===== config.mk =====
export PLATFORM = sky130hd
export DESIGN_NAME = dcache_memresp
export DESIGN_NICKNAME = d
export VERILOG_FILES = /design/src/rtl/dcache_memresp_pkg.sv /design/src/rtl/dcache_memresp_addrgen.sv /design/src/rtl/dcache_memresp.sv
export SDC_FILE = /design/constraint.sdc
export NUM_CORES = 1
export LEC_CHECK = 0
export BUFFER_PORTS_ARGS = -buffer_cell sky130_fd_sc_hd__buf_4
export CORE_AREA = 2 2 72 87
export CTS_BUF_LIST = sky130_fd_sc_hd__clkbuf_4 sky130_fd_sc_hd__clkbuf_8
export DETAILED_ROUTE_END_ITERATION = 16
export DIE_AREA = 0 0 74 89
export GPL_ROUTABILITY_DRIVEN = 0
export GPL_TIMING_DRIVEN = 0
export PLACE_DENSITY = 0.85
export REMOVE_ABC_BUFFERS = 1
export SYNTH_ARGS = -nofsm -noshare
export SYNTH_HDL_FRONTEND = slang
export SYNTH_SLANG_ARGS = --single-unit

===== constraint.sdc =====
create_clock -name clk -period 2.4 [get_ports clk]
set_input_delay 0.24 -clock clk [delete_from_list [all_inputs] [get_ports clk]]
set_output_delay 0.24 -clock clk [all_outputs]
set_load 0.005 [all_outputs]

===== src/rtl/dcache_memresp_pkg.sv =====
// Shared definitions for the dcache memory responder: FSM state encoding,
// a ceil-log2 helper for the burst index width, and the read pipeline depth.
// Build option: DCACHE_MEMRESP_RAMREG_EN adds a register stage on ram_rdata,
// which raises the read latency from 2 to 3.
package dcache_memresp_pkg;

    typedef enum logic [1:0] {
        ST_IDLE = 2'd0,
        ST_RD   = 2'd1,
        ST_WR   = 2'd2,
        ST_TURN = 2'd3
    } state_t;

    // Smallest n with 2**n >= value; used to size the in-line beat index.
    function automatic int clog2(input int value);
        int result;
        result = 0;
        for (int i = 0; i < 31; i++) begin
            if ((1 << i) < value) begin
                result = i + 1;
            end
        end
        return result;
    endfunction

    // Registered stages from ram_re to mem_out_valid.
`ifdef DCACHE_MEMRESP_RAMREG_EN
    localparam int RD_LAT = 3;
`else
    localparam int RD_LAT = 2;
`endif

endpackage


===== src/rtl/dcache_memresp_addrgen.sv =====
// Burst address generator: latches the word index at request acceptance, steps
// a beat counter, and forms the critical-word-first address that wraps inside
// the aligned line. Flags the last beat and holds a done flag afterwards.
module dcache_memresp_addrgen
    import dcache_memresp_pkg::*;
#(
    parameter int BURSTLEN    = 8,
    parameter int RAMADDRBITS = 12
) (
    input  logic                   clk,
    input  logic                   reset,
    input  logic                   load,
    input  logic [RAMADDRBITS-1:0] widx,
    input  logic                   advance,
    output logic [RAMADDRBITS-1:0] ram_addr,
    output logic                   last,
    output logic                   done
);

    localparam int L = clog2(BURSTLEN);

    logic [RAMADDRBITS-1:0] widx_reg;
    logic [L-1:0]           beat_reg;
    logic                   done_reg;
    logic [L-1:0]           low_sum;

    // Latch the start index on acceptance, then step one beat per advance.
    always_ff @(posedge clk or posedge reset) begin
        if (reset) begin
            widx_reg <= '0;
            beat_reg <= '0;
            done_reg <= 1'b0;
        end else if (load) begin
            widx_reg <= widx;
            beat_reg <= '0;
            done_reg <= 1'b0;
        end else if (advance && !done_reg) begin
            beat_reg <= beat_reg + 1'b1;
            if (last) begin
                done_reg <= 1'b1;
            end
        end
    end

    // The L-bit sum drops its carry, so the burst wraps inside the line.
    assign low_sum = widx_reg[L-1:0] + beat_reg;

    // Low L address bits come from the wrapped sum; upper bits stay fixed.
    genvar gi;
    generate
        for (gi = 0; gi < RAMADDRBITS; gi++) begin : g_addr_bit
            if (gi < L) begin : g_low
                assign ram_addr[gi] = low_sum[gi];
            end else begin : g_high
                assign ram_addr[gi] = widx_reg[gi];
            end
        end
    endgenerate

    assign last = (beat_reg == L'(BURSTLEN - 1));
    assign done = done_reg;

endmodule


===== src/rtl/dcache_memresp.sv =====
// Data-cache memory responder. Serves level read/write burst requests from the
// dcache against a single-port synchronous RAM. Reads return a critical-word-
// first wrapping burst; writes take one word per cycle and ack each one. A
// one-cycle TURN state follows every burst so the requester can drop its level
// request. Build option: DCACHE_MEMRESP_RAMREG_EN (extra ram_rdata register).
module dcache_memresp
    import dcache_memresp_pkg::*;
#(
    parameter int DATABITS    = 32,
    parameter int ADDRBITS    = 32,
    parameter int BURSTLEN    = 8,
    parameter int RAMADDRBITS = 12
) (
    input  logic                   clk,
    input  logic                   reset,
    input  logic [ADDRBITS-1:0]    mem_addr,
    input  logic [DATABITS-1:0]    mem_in,
    output logic [DATABITS-1:0]    mem_out,
    output logic                   mem_out_valid,
    input  logic                   mem_rdreq,
    input  logic                   mem_wrreq,
    output logic [15:0]            mem_burstlen,
    output logic [RAMADDRBITS-1:0] ram_addr,
    output logic [DATABITS-1:0]    ram_wdata,
    output logic                   ram_we,
    output logic                   ram_re,
    input  logic [DATABITS-1:0]    ram_rdata
);

    state_t                 state_reg;
    state_t                 state_next;
    logic                   accept;
    logic                   rd_issue;
    logic                   wr_beat;
    logic                   ag_advance;
    logic                   ag_last;
    logic                   ag_done;
    logic [RAMADDRBITS-1:0] req_widx;
    logic [RAMADDRBITS-1:0] ag_addr;
    logic [RD_LAT-1:0]      rd_pipe_reg;
    logic [DATABITS-1:0]    rd_src;
    logic [DATABITS-1:0]    mem_out_reg;
    logic                   unused_addr_bits;

    // Word index of the request; byte offset and bits above the RAM are dropped.
    assign req_widx = mem_addr[RAMADDRBITS+1:2];

    generate
        if (ADDRBITS > RAMADDRBITS + 2) begin : g_addr_upper
            assign unused_addr_bits = ^{mem_addr[ADDRBITS-1:RAMADDRBITS+2], mem_addr[1:0]};
        end else begin : g_addr_noupper
            assign unused_addr_bits = ^mem_addr[1:0];
        end
    endgenerate

    assign accept     = (state_reg == ST_IDLE) && (mem_wrreq || mem_rdreq);
    assign rd_issue   = (state_reg == ST_RD) && !ag_done;
    assign wr_beat    = (state_reg == ST_WR);
    assign ag_advance = rd_issue || wr_beat;

    dcache_memresp_addrgen #(
        .BURSTLEN    (BURSTLEN),
        .RAMADDRBITS (RAMADDRBITS)
    ) u_addrgen (
        .clk      (clk),
        .reset    (reset),
        .load     (accept),
        .widx     (req_widx),
        .advance  (ag_advance),
        .ram_addr (ag_addr),
        .last     (ag_last),
        .done     (ag_done)
    );

    // FSM state register.
    always_ff @(posedge clk or posedge reset) begin
        if (reset) begin
            state_reg <= ST_IDLE;
        end else begin
            state_reg <= state_next;
        end
    end

    // Next state: write wins in IDLE so a dirty eviction precedes the refill;
    // a read leaves RD only once every issued beat has reached mem_out.
    always_comb begin
        state_next = state_reg;
        case (state_reg)
            ST_IDLE: begin
                if (mem_wrreq) begin
                    state_next = ST_WR;
                end else if (mem_rdreq) begin
                    state_next = ST_RD;
                end
            end
            ST_RD: begin
                if (ag_done && (rd_pipe_reg[RD_LAT-2:0] == '0)) begin
                    state_next = ST_TURN;
                end
            end
            ST_WR: begin
                if (ag_last) begin
                    state_next = ST_TURN;
                end
            end
            ST_TURN: begin
                state_next = ST_IDLE;
            end
            default: begin
                state_next = ST_IDLE;
            end
        endcase
    end

    // Read-valid delay line: bit 0 marks ram_rdata holding a beat, the top
    // bit marks mem_out holding it.
    always_ff @(posedge clk or posedge reset) begin
        if (reset) begin
            rd_pipe_reg <= '0;
        end else begin
            rd_pipe_reg <= {rd_pipe_reg[RD_LAT-2:0], rd_issue};
        end
    end

`ifdef DCACHE_MEMRESP_RAMREG_EN
    logic [DATABITS-1:0] rdata_q_reg;

    // Extra retiming register between the RAM output and mem_out.
    always_ff @(posedge clk or posedge reset) begin
        if (reset) begin
            rdata_q_reg <= '0;
        end else begin
            rdata_q_reg <= ram_rdata;
        end
    end

    assign rd_src = rdata_q_reg;
`else
    assign rd_src = ram_rdata;
`endif

    // mem_out register: carries read data only on valid beats, zero otherwise.
    always_ff @(posedge clk or posedge reset) begin
        if (reset) begin
            mem_out_reg <= '0;
        end else if (rd_pipe_reg[RD_LAT-2]) begin
            mem_out_reg <= rd_src;
        end else begin
            mem_out_reg <= '0;
        end
    end

    assign mem_out       = mem_out_reg;
    assign mem_out_valid = wr_beat || rd_pipe_reg[RD_LAT-1];
    assign ram_re        = rd_issue;
    assign ram_we        = wr_beat;
    assign ram_addr      = ag_advance ? ag_addr : '0;
    assign ram_wdata     = wr_beat ? mem_in : '0;
    assign mem_burstlen  = 16'(BURSTLEN);

endmodule


Word level (Yosys, flattened, before mapping)
Cells that the tools add are included.
- memories kept: 0
- ROM bits: 0
- bits in writable memories: 0
- input port bits: 100
- bits in latches: 0
- output and inout port bits: 95
- logic and storage cells: 42
- register bits: 52
- mux-type cells: 13
- shifts and indexed selects: 0
- reduce and logical (&&, ||, !) cells: 13
- eq/ne operators: 7
- magnitude comparators: 0
- div/mod/pow operators: 0
- bitwise operators: 1
- multipliers: 0
- $add $sub $neg: 2
- operator list (cell ; count):
    32-bit 2-to-1 mux ; 2
    12-bit 2-to-1 mux ; 1
    2-bit 2-to-1 mux ; 4
    2-bit one-hot mux with 4 select lines ; 1
    3-bit 2-to-1 mux ; 2
    2-bit == test (second input constant) ; 2
    1-bit logical AND ; 4
    2-bit by 1-bit != test with 1-bit output (second input constant) ; 2
    2-bit nonzero test ; 2
    3-bit by 1-bit adder with 3-bit output (second input constant) ; 1
    3-bit adder ; 1
    3-bit == test (second input constant) ; 1
    1-bit logical OR ; 3
    1-bit 2-to-1 mux ; 3
    3-bit != test (second input constant) ; 1
    3-bit AND reduction ; 1
    2-bit by 1-bit == test with 1-bit output (second input constant) ; 1
    2-bit logical NOT ; 1
    2-bit AND reduction ; 1
    1-bit logical NOT ; 1
    1-bit NOT ; 1

Logic depth before layout (Yosys ltp)
- word-level depth: 6
- depth in mapped cells: 6
- depth with buffers taken out: 5

By module
Synthesis repeated with hierarchy kept, for this count alone.
- cell total of the unflattened synthesis: 215
- area, all modules: 2508.7 um^2
- by module, submodules not included (module ; cells an instance ; sequential area each (um^2) ; area an instance (um^2) ; instances):
    dcache_memresp ; 160 ; 900.9 ; 1716.6 ; 1
    dcache_memresp_addrgen ; 55 ; 400.4 ; 792.0 ; 1

Worst setup path before layout
Ideal clock, no wire load.
- path kind: register -> output
- from: register u_addrgen.beat_reg[0]
- to: output ram_addr[2]
- stages on the path, launching flop included: 6
- required time: 2.160 ns
- path slack: 0.823 ns
- data arrival time: 1.337 ns
- path buffers: 0
- cell sequence: dfrtp_1 -> ha_1 -> fa_1 -> xor2_1 -> xnor2_1 -> nor2_1
- cells in the longest elaborated chain, start to end: 2
- RTL lines (element ; RTL line ; source):
    from (decl) ; dcache_memresp_addrgen.sv:23 ; logic [L-1:0] beat_reg;
    from (signal assigned) ; dcache_memresp_addrgen.sv:38 ; beat_reg <= beat_reg + 1'b1;
    3-bit adder ; dcache_memresp_addrgen.sv:46 ; assign low_sum = widx_reg[L-1:0] + beat_reg;
    12-bit 2-to-1 mux ; dcache_memresp.sv:157 ; assign ram_addr = ag_advance ? ag_addr : '0;
    to (decl) ; dcache_memresp.sv:23 ; output logic [RAMADDRBITS-1:0] ram_addr,
No other way between the ends.

Worst setup path in the final report
- from: register state_reg[0]
- to: output ram_addr[11]
- cells in the longest elaborated chain, start to end: 4
- elaborated cells between the ends (all ways): 5
- those cells by class: 2 x eq/ne; 1 x mux; 2 x reduce/logical
- RTL lines (element ; RTL line ; source):
    from (decl) ; dcache_memresp.sv:30 ; state_t state_reg;
    from (signal assigned) ; dcache_memresp.sv:80 ; state_reg <= state_next;
    2-bit by 1-bit == test with 1-bit output ; dcache_memresp.sv:57 ; assign rd_issue = (state_reg == ST_RD) && !ag_done;
    1-bit logical AND ; dcache_memresp.sv:57 ;
    1-bit logical OR * ; dcache_memresp.sv:59 ; assign ag_advance = rd_issue || wr_beat;
    12-bit 2-to-1 mux * ; dcache_memresp.sv:157 ;
Every way passes the cells marked *; elsewhere a longest branch is shown, timed or not.

==> results.json <==
{
  "status": "finished, final reports clean",
  "path_class": "flip-flop to primary output",
  "cts_tree": "done",
  "internal_power_w": 0.00250,
  "cts.sinks": 52,
  "yosysSeqAreaShare_pct": 54.1,
  "firstDrtPassIters": 3,
  "cpPeakStageDelay_ns": 0.50,
  "syn_avg_cell_area_sq_um": 11.7,
  "post_cts_buffers": 0,
  "cap_violations": 0,
  "antenna_found_initial": 0,
  "n_antenna_cell": 0,
  "clk_pin_slew_ns": 0.08,
  "cpMaxStageDelayCell": "ha_2",
  "relSlewSlack_pct": 46.9,
  "timing.reg2reg.setup_slack_ns": 0.48,
  "num-fill-cells": 471,
  "vias": 1883,
  "die_w_um": 74,
  "area_growth_pct": 53.3,
  "worst_slack_ns": 0.247,
  "seq_power_share_pct": 36.9,
  "ir_worst_vdd_v": 0.000502,
  "htree_levels": 2,
  "largest_reg_flops": 32,
  "crit_family": "adder cells",
  "worst_ep_arrival_time_ns": 1.91,
  "yosys_warnings": 0,
  "critPathMaxFanout": 38,
  "grt_pass1_vias": 1866,
  "hp-class": "input port to flip-flop",
  "netlist_area_sq_um": 2410,
  "hold_viol": 0,
  "p_total_w": 0.00366,
  "dp_slack_ns": 0.0544,
  "fp-row-count": 30,
  "grt_setup_unrepaired": "false",
  "grt_pass1_wl_um": 8230,
  "synth-seq-cells": 52,
  "drt_iter0_markers": 34,
  "p_leak_nw": 2.00,
  "io_pins": 195,
  "grt_overflow": 0,
  "dieArea_sq_um": 6590,
  "cts_root_buffer": "clkbuf_8",
  "grt_max_degree": 39,
  "initial_core_util_pct": 42.5,
  "max_freq_mhz": 465,
  "wl_um": 5480,
  "path_cells": "inv_1, ha_2, nor2_2, nor2b_1, buf_4",
  "slew_viol_final": 0,
  "worst_pin_slew_ns": 0.796,
  "worstSkewPairLatency_ns": 0.29,
  "fin_skew_ns": 0.00902,
  "hpwl_um": 4340,
  "path_buf_inv": 2,
  "core_area_sq_um": 5670,
  "start_kind": "flip-flop",
  "clockBufferDepth": 2,
  "fin_util_pct": 65.1,
  "die_y_um": 89,
  "ant_nets": 0,
  "drcViolationCount": 0,
  "synthCells": 205,
  "viasPerCell": 4.27,
  "wl_per_cell_um": 12.4,
  "tns_ns": 0,
  "port-buffer-count": 158,
  "cts_buffers": 5,
  "swShare_pct": 31.7,
  "p_switching_w": 0.00116,
  "power.density_nw_per_um2": 993,
  "clockPowerShare_pct": 13.8,
  "end_kind": "primary output",
  "combPwrFrac_pct": 49.3,
  "grt_use_total_pct": 16.4,
  "final_nets": 467,
  "period_share_pct": 89.7,
  "drive_gt1_share_pct": 51.0,
  "setup_violations": 0,
  "required_ns": 2.16,
  "layout_min_cycle_time_ns": 2.15,
  "synth_cell_types": 29
}
-- what timing repair did --
action	in CTS	in global routing
hold buffers	1	0
gates resized for setup	2	0
setup endpoints to repair	12	0
endpoints found under the hold margin	20	0
-- final timing paths --
| check | cells past startpoint | startpoint | to |
|---|---|---|---|
| worst max-delay path | 5 | state_reg[0] | ram_addr[11] |
| worst min-delay path | 2 | ram_rdata[28] | mem_out[28] |
| worst max register to register | 4 | state_reg[0] | u_addrgen.widx_reg[8] |
| worst min register to register | 1 | u_addrgen.widx_reg[6] | u_addrgen.widx_reg[6] |
| max in group asynchronous | 4 | reset | state_reg[0] |
| min in group asynchronous | 3 | reset | mem_out[8] |
-- synth_stat cells --
| cell type | count | area share (%) |
|---|---|---|
| a21oi_1 | 2 | 0.42 |
| a221oi_1 | 1 | 0.36 |
| a2bb2oi_1 | 1 | 0.36 |
| and2_1 | 64 | 17 |
| buf_12 | 1 | 0.83 |
| buf_2 | 1 | 0.21 |
| buf_4 | 16 | 5.0 |
| buf_6 | 2 | 0.94 |
| clkbuf_1 | 6 | 0.94 |
| conb_1 | 2 | 0.31 |
| dfrtp_1 | 52 | 54 |
| fa_1 | 1 | 0.83 |
| ha_1 | 6 | 3.1 |
| inv_1 | 6 | 0.94 |
| mux2_2 | 6 | 2.8 |
| mux2_4 | 6 | 3.7 |
| mux2i_1 | 2 | 0.83 |
| nand2_1 | 1 | 0.16 |
| nand2b_1 | 1 | 0.26 |
| nor2_1 | 5 | 0.78 |
| nor2b_1 | 12 | 3.1 |
| nor2b_2 | 1 | 0.36 |
| o21a_1 | 1 | 0.31 |
| o21ai_0 | 3 | 0.62 |
| o21bai_1 | 1 | 0.31 |
| o2bb2ai_1 | 1 | 0.36 |
| or2_2 | 1 | 0.26 |
| xnor2_1 | 1 | 0.36 |
| xor2_1 | 2 | 0.73 |
-- cells in the final DEF (no fill, tap or decap), drive strengths merged --
cell	netlist	routed
mux2i	2	2
conb	2	16
a2bb2oi	1	1
inv	6	6
o21bai	1	1
nand2	1	1
a21oi	2	2
o2bb2ai	1	1
fa	1	1
xor2	2	2
nor2	5	5
or2	1	1
buf	20	159
and2	64	64
ha	6	6
nand2b	1	1
o21a	1	1
nor2b	13	13
dfrtp	52	52
dlygate4sd3	0	1
clkbuf	6	7
xnor2	1	1
o21ai	3	3
clkinvlp	0	1
mux2	12	12
a221oi	1	1
-- metrics by stage --
stage	instance area [sq um]	hold WS, ns	cells
floorplan	2270	0.374	193
global placement	3550	0.454	431
detailed placement	3570	0.285	432
CTS	3690	0.144	441
global route	3690	0.138	441
finish	3690	0.158	441
-- routing by layer --
layer / part of all wire, % / GRT usage (%) / wire length (um) / up-vias
li1: - / - / - / 907
met4: 0.62 / 4.63 / 34 / 0
met3: 11 / 6.20 / 629 / 4
met5: 0 / 0 / 0 / -
met2: 55 / 31.7 / 3020 / 102
met1: 33 / 15.9 / 1790 / 870
-- cell type report --
| type | instances | area [sq um] | share of cell area, % |
|---|---|---|---|
| timing repair buffer | 160 | 1220 | 33.0 |
| clock buffer | 7 | 90.1 | 2.44 |
| multi-input combinational | 135 | 950 | 25.8 |
| tap | 80 | 100 | 2.71 |
| inverter | 6 | 22.5 | 0.611 |
| sequential | 52 | 1300 | 35.3 |
| clock inverter | 1 | 7.51 | 0.204 |
-- worst reg2reg max path, cell delays in order, from the launching register on --
cell and delay [ns]:
dfrtp_1 0.40, inv_1 0.09, ha_1 0.24, o21a_1 0.67
mux2_2 0.41
-- kinds of logic (layout without fill, tap and decap cells) --
kind of cell             after synthesis  after routing  synth area share (%)
AO/OA/AOI/OAI                         10             10                  2.76
XOR/XNOR                               3              3                  1.09
adder cells (fa/ha/maj)                7              7                  3.95
buffers and inverters                 32            174                  8.84
flip-flops                            52             52                  54.1
multiplexers                          14             14                  7.38
other                                  2             16                 0.312
AND/OR/NAND/NOR                       85             85                  21.6
-- power by group through the flow --
| stage | logic (W) | registers (W) | clock network (W) |
|---|---|---|---|
| detailed placement | 0.00182 | 0.00138 | 0 |
| global route | 0.00200 | 0.00140 | 0.000568 |
| global placement | 0.00176 | 0.00136 | 0 |
| CTS | 0.00184 | 0.00136 | 0.000529 |
| finish | 0.00181 | 0.00135 | 0.000507 |
| floorplan | 0.000902 | 0.00134 | 0 |
Note: power is estimated with default switching activity, not from simulation.
